<file path="src/rtl/dcache_ctrl.sv">
// Direct-mapped, write-back, write-allocate byte cache in front of a
// 32-bit-word data memory. Hits resolve combinationally in IDLE; misses
// walk WRITEBACK (dirty victim only) -> FETCH -> UPDATE, and the original
// request then re-evaluates as a hit back in IDLE.
module dcache_ctrl #(
    parameter int NUM_BLOCKS  = 8,
    parameter int BLOCK_BYTES = 4
) (
    input  logic        CLK,
    input  logic        RESETN,
    input  logic        READ,
    input  logic        WRITE,
    input  logic [7:0]  ADDRESS,
    input  logic [7:0]  WRITEDATA,
    output logic [7:0]  READDATA,
    output logic        BUSYWAIT,
    output logic        MEM_READ,
    output logic        MEM_WRITE,
    output logic [5:0]  MEM_ADDRESS,
    output logic [31:0] MEM_WRITEDATA,
    input  logic [31:0] MEM_READDATA,
    input  logic        MEM_BUSYWAIT
);
    localparam int IDX_W  = $clog2(NUM_BLOCKS);
    localparam int OFF_W  = $clog2(BLOCK_BYTES);
    localparam int TAG_W  = 8 - IDX_W - OFF_W;
    localparam int LINE_W = BLOCK_BYTES * 8;

    typedef enum logic [1:0] {S_IDLE, S_WB, S_FETCH, S_UPDATE} state_t;

    state_t                  r_state;
    logic [NUM_BLOCKS-1:0]   r_valid;
    logic [NUM_BLOCKS-1:0]   r_dirty;
    logic [TAG_W-1:0]        r_tag  [NUM_BLOCKS];
    logic [LINE_W-1:0]       r_data [NUM_BLOCKS];
    logic [LINE_W-1:0]       r_fill;
    logic [7:0]              r_readdata;
    logic                    r_mem_read;
    logic                    r_mem_write;
    logic [5:0]              r_mem_addr;
    logic [31:0]             r_mem_wdata;

    logic [TAG_W-1:0]  w_tag;
    logic [IDX_W-1:0]  w_idx;
    logic [OFF_W-1:0]  w_off;
    logic [LINE_W-1:0] w_line;
    logic [7:0]        w_byte;
    logic              w_hit, w_req, w_rd, w_wr, w_idle, w_rd_hit, w_wr_hit;

    assign w_tag    = ADDRESS[7 -: TAG_W];
    assign w_idx    = ADDRESS[OFF_W +: IDX_W];
    assign w_off    = ADDRESS[OFF_W-1:0];
    assign w_line   = r_data[w_idx];
    assign w_byte   = w_line[{w_off, 3'b000} +: 8];
    assign w_hit    = r_valid[w_idx] && (r_tag[w_idx] == w_tag);
    // READ together with WRITE is illegal; resolve it as a write.
    assign w_wr     = WRITE;
    assign w_rd     = READ & ~WRITE;
    assign w_req    = READ | WRITE;
    assign w_idle   = (r_state == S_IDLE);
    assign w_rd_hit = w_idle & w_rd & w_hit;
    assign w_wr_hit = w_idle & w_wr & w_hit;

    // Stall is combinational so a hit costs zero cycles; reset forces it low.
    assign BUSYWAIT      = RESETN & (w_idle ? (w_req & ~w_hit) : 1'b1);
    assign READDATA      = w_rd_hit ? w_byte : r_readdata;
    assign MEM_READ      = r_mem_read;
    assign MEM_WRITE     = r_mem_write;
    assign MEM_ADDRESS   = r_mem_addr;
    assign MEM_WRITEDATA = r_mem_wdata;

    // Miss FSM, line status bits and registered memory-side outputs.
    always_ff @(posedge CLK or negedge RESETN) begin
        if (!RESETN) begin
            r_state     <= S_IDLE;
            r_valid     <= '0;
            r_dirty     <= '0;
            r_fill      <= '0;
            r_readdata  <= '0;
            r_mem_read  <= 1'b0;
            r_mem_write <= 1'b0;
            r_mem_addr  <= '0;
            r_mem_wdata <= '0;
        end else begin
            case (r_state)
                S_IDLE: begin
                    if (w_rd_hit) r_readdata <= w_byte;
                    if (w_wr_hit) r_dirty[w_idx] <= 1'b1;
                    if (w_req && !w_hit) begin
                        if (r_valid[w_idx] && r_dirty[w_idx]) begin
                            r_state     <= S_WB;
                            r_mem_write <= 1'b1;
                            r_mem_addr  <= {r_tag[w_idx], w_idx};
                            r_mem_wdata <= w_line;
                        end else begin
                            r_state    <= S_FETCH;
                            r_mem_read <= 1'b1;
                            r_mem_addr <= {w_tag, w_idx};
                        end
                    end
                end
                S_WB: begin
                    if (!MEM_BUSYWAIT) begin
                        r_state     <= S_FETCH;
                        r_mem_write <= 1'b0;
                        r_mem_read  <= 1'b1;
                        r_mem_addr  <= {w_tag, w_idx};
                    end
                end
                S_FETCH: begin
                    // Capture the block on the completing edge; memory need
                    // not hold it into UPDATE.
                    if (!MEM_BUSYWAIT) begin
                        r_state    <= S_UPDATE;
                        r_mem_read <= 1'b0;
                        r_fill     <= MEM_READDATA;
                    end
                end
                S_UPDATE: begin
                    r_valid[w_idx] <= 1'b1;
                    r_dirty[w_idx] <= 1'b0;
                    r_state        <= S_IDLE;
                end
                default: r_state <= S_IDLE;
            endcase
        end
    end

    // Tag and data arrays: refill in UPDATE, byte merge on a write hit.
    always_ff @(posedge CLK) begin
        if (r_state == S_UPDATE) begin
            r_data[w_idx] <= r_fill;
            r_tag[w_idx]  <= w_tag;
        end else if (w_wr_hit) begin
            r_data[w_idx][{w_off, 3'b000} +: 8] <= WRITEDATA;
        end
    end
endmodule

</file>
<file path="config.mk">
export PLATFORM = sky130hd
export DESIGN_NAME = dcache_ctrl
export DESIGN_NICKNAME = d
export VERILOG_FILES = /design/src/rtl/dcache_ctrl.sv
export SDC_FILE = /design/constraint.sdc
export NUM_CORES = 1
export LEC_CHECK = 0
export ABC_AREA = 1
export CAP_MARGIN = 0
export CORE_ASPECT_RATIO = 0.7
export CORE_MARGIN = 4
export CORE_UTILIZATION = 60
export DETAILED_ROUTE_END_ITERATION = 7
export PLACE_DENSITY = 0.81
export SYNTH_ARGS = -nofsm -noshare
export SYNTH_HDL_FRONTEND = slang
export SYNTH_SLANG_ARGS = --single-unit
</file>
<file path="constraint.sdc">
create_clock -name CLK -period 4.75 [get_ports CLK]
set_input_delay 0.95 -clock CLK [delete_from_list [all_inputs] [get_ports CLK]]
set_output_delay 0.95 -clock CLK [all_outputs]
set_load 0.01 [all_outputs]
</file>
==> results.json <==
{
  "status": "finished clean",
  "grt_start_max_net_pins": 65,
  "grt_pass1_vias": 11240,
  "cellPowerDensity_nw_per_um2": 509.8,
  "ys_seq_area_frac": 0.6786,
  "cp.required_ps": 3800,
  "fillers": 1711,
  "vias": 11830,
  "synth_fp_nets": 1519,
  "synth_area_per_cell_um2": 10.98,
  "ys_ff_latch": 378,
  "cts_tree": "done",
  "rr_worst_depth": 14,
  "synth_top_family_by_area": "simple AND/OR/NAND/NOR gates",
  "p_leak_nw": 8.062,
  "netlist.top_cell.by_area": "edfxtp_1",
  "cap_violations": 0,
  "coreArea_um2": 25990,
  "critical_path_class": "input pin to output port",
  "htreeDepth": 2,
  "avgRoutedWirePerCell_um": 22.14,
  "cts.hold.buffers_added": 0,
  "io_buffer_count": 101,
  "synthFlopType": "edfxtp_1",
  "ys_async_sr_fraction": 0.2593,
  "power_mw": 9.733,
  "period_needed_ps": 4722,
  "peakVddDrop_uv": 354.5,
  "place.gp.congestion": 0.9333,
  "row_count": 49,
  "synthAdderAreaFrac": 0.007036,
  "ys_types": 45,
  "rsz0062_at_grt": "yes",
  "fin_worst_skew_ps": 15.33,
  "start_kind": "input pin",
  "relSlewSlack": 0.4077,
  "synth_area_um2": 16000,
  "drtIter0Drc": 1553,
  "setup_tns_ps": 0,
  "die_h_um": 144.6,
  "io_pins": 102,
  "nets": 1669,
  "synth_simple_gate_area_frac": 0.1700,
  "tightest_slew_ps": 887.4,
  "finalHoldViolCount": 0,
  "gr-total-overflow": 0,
  "fmax_mhz": 211.8,
  "synth_cells": 1457,
  "synth_compound_area_frac": 0.06442,
  "cts.path.max_buffers": 3,
  "dp_hpwl_um": 30350,
  "vias_per_cell": 5.942,
  "die_x_um": 203.2,
  "synth_top_area_frac": 0.5254,
  "cts_inserted_buffers": 36,
  "endpoint_kind": "output port",
  "synth_area_leaders": "edfxtp_1 53%, dfrtp_1 15%, nand2_1 11%",
  "drive_gt1_frac": 0.1224,
  "crit_fanout": 6,
  "antenna_found_initial": 0,
  "arrival_ps": 3770,
  "finalCritPeriodShare": 0.9941,
  "dp.cells": 1925,
  "grtUsageTotal": 0.2961,
  "slew_viol_final": 0,
  "start_util": 0.6157,
  "dieArea_um2": 29390,
  "synth_xor_area_frac": 0,
  "synthMuxAreaShare": 0.02252,
  "cts_sinks": 378,
  "cts-root-buf": "clkbuf_16",
  "hold_path.class": "input pin to asynchronous set/reset pin",
  "setup_violations": 0,
  "wirelength_um": 44070,
  "insertion_delay_ps": 540,
  "drc": 0,
  "dr.pass1.iters": 6,
  "area_delta_synth_final_pct": 19.28,
  "yosysWarnings": 0,
  "n_antenna_cell": 0,
  "synth_edf_count": 280,
  "ant_nets": 0,
  "clk_pin_slew_ps": 70,
  "final_core_util": 0.7344,
  "final_cells": 1991,
  "grt_pass1_wl_um": 65540
}
## worst paths after layout
check	from	endpoint	slack, ps
min	RESETN	MEM_ADDRESS[1]$_DFFE_PN0P_	410
max reg2reg	r_valid[2]$_DFFE_PN0P_	r_data[4][19]$_DFFE_PP_	1800
max in group asynchronous	RESETN	MEM_WRITEDATA[19]$_DFFE_PN0P_	3130
max	ADDRESS[4]	READDATA[4]	30
min reg2reg	r_valid[6]$_DFFE_PN0P_	r_valid[6]$_DFFE_PN0P_	460
min in group CLK	r_valid[6]$_DFFE_PN0P_	r_valid[6]$_DFFE_PN0P_	460
## placed cells by master, fill, tap and decap left out, types with 4 or more instances in the layout
cell and count:
o21ai_0 28, nand4_1 17, bufinv_16 4, and3_1 4, a22o_1 13, clkbuf_8 4
clkdlybuf4s50_1 97, clkbuf_16 38, inv_1 149, o21ai_1 36, clkinv_1 5, edfxtp_1 280
nor3_1 11, a221oi_1 11, or2_2 7, nor2_1 71, dfrtp_1 98, nand2_2 5
o2bb2ai_1 4, clkbuf_1 6, inv_2 4, buf_12 10, mux2_2 32, nor2_4 5
clkinv_2 8, a21oi_1 18, nand2_1 452, a22oi_1 22, nand3_1 80, o21ai_2 4
buf_4 60, a211oi_1 6, ha_1 9
## cell families after synthesis
| logic type | count (synthesis) |
|---|---|
| AND/OR/NAND/NOR | 660 |
| flip-flops | 378 |
| buffers and inverters | 220 |
| AO/OA/AOI/OAI | 158 |
| multiplexers | 32 |
| adder cells (fa/ha/maj) | 9 |
## what timing repair did
item	CTS	global route
setup buffers	0	0
endpoints found under the setup margin	1	8
cloned	0	1
resized for setup	2	19
pin swaps	0	2
endpoints found under the hold margin	0	0
## power by group
group          internal [mW]  switching [mW]
Combinational          0.846            1.33
Sequential              4.35           0.245
Clock                   1.72            1.25
Total                   6.91            2.82
## flip-flops by register name, indices dropped and copies added (netlist names), named ones only
signal         cells
r_readdata         8
MEM_WRITEDATA     32
r_fill            32
MEM_WRITE          1
r_tag             24
r_state            2
MEM_READ           1
r_data           256
MEM_ADDRESS        6
r_valid            8
## final cells by class
type / count / area (um^2) / area share
clock buffer: 47 / 1003 / 0.05257
clock inverter: 18 / 200.2 / 0.01049
tap: 357 / 446.7 / 0.02340
timing repair buffer: 173 / 1707 / 0.08940
sequential: 378 / 10860 / 0.5689
inverter: 159 / 606.8 / 0.03179
multi-input combinational: 859 / 4265 / 0.2234
## metrics by stage
stage	hold WS (ps)	setup slack (ps)	instance area, um^2
finish	405.2	28.03	19090
global route	459.1	-93.57	19090
CTS	433.0	8.583	19010
detailed placement	442.1	37.18	17800
global placement	436.6	18.77	17800
floorplan	424.0	1290	16000
## routing by layer
| metal | share of wire | vias up | global-route usage |
|---|---|---|---|
| met4 | 0.033 | 0 | 0.09649 |
| li1 | - | 5217 | - |
| met2 | 0.45 | 796 | 0.4540 |
| met3 | 0.13 | 113 | 0.07106 |
| met1 | 0.39 | 5704 | 0.4270 |
| met5 | 0 | - | 0 |
## synth_stat cells (all sizes together) (12+ instances only)
| master | n |
|---|---|
| a21oi | 20 |
| a22o | 13 |
| a22oi | 22 |
| buf | 30 |
| clkbuf | 31 |
| dfrtp | 98 |
| edfxtp | 280 |
| inv | 156 |
| mux2 | 32 |
| nand2 | 458 |
| nand3 | 82 |
| nand4 | 17 |
| nor2 | 79 |
| nor3 | 12 |
| o21ai | 68 |
## critical path, stage by stage
cell and delay, ps:
clkdlybuf4s50_1 410, buf_4 180, nand2_1 140, clkinv_1 120
nand2_2 150, inv_4 70, buf_12 140, nand2_1 50
nand2_1 60, nor2_1 140, nand4_1 260, a21oi_1 220
o21ai_0 100, buf_4 160, nand3_1 90, nand2_1 50
clkdlybuf4s50_1 470
Note: power is estimated with default switching activity, not from simulation.
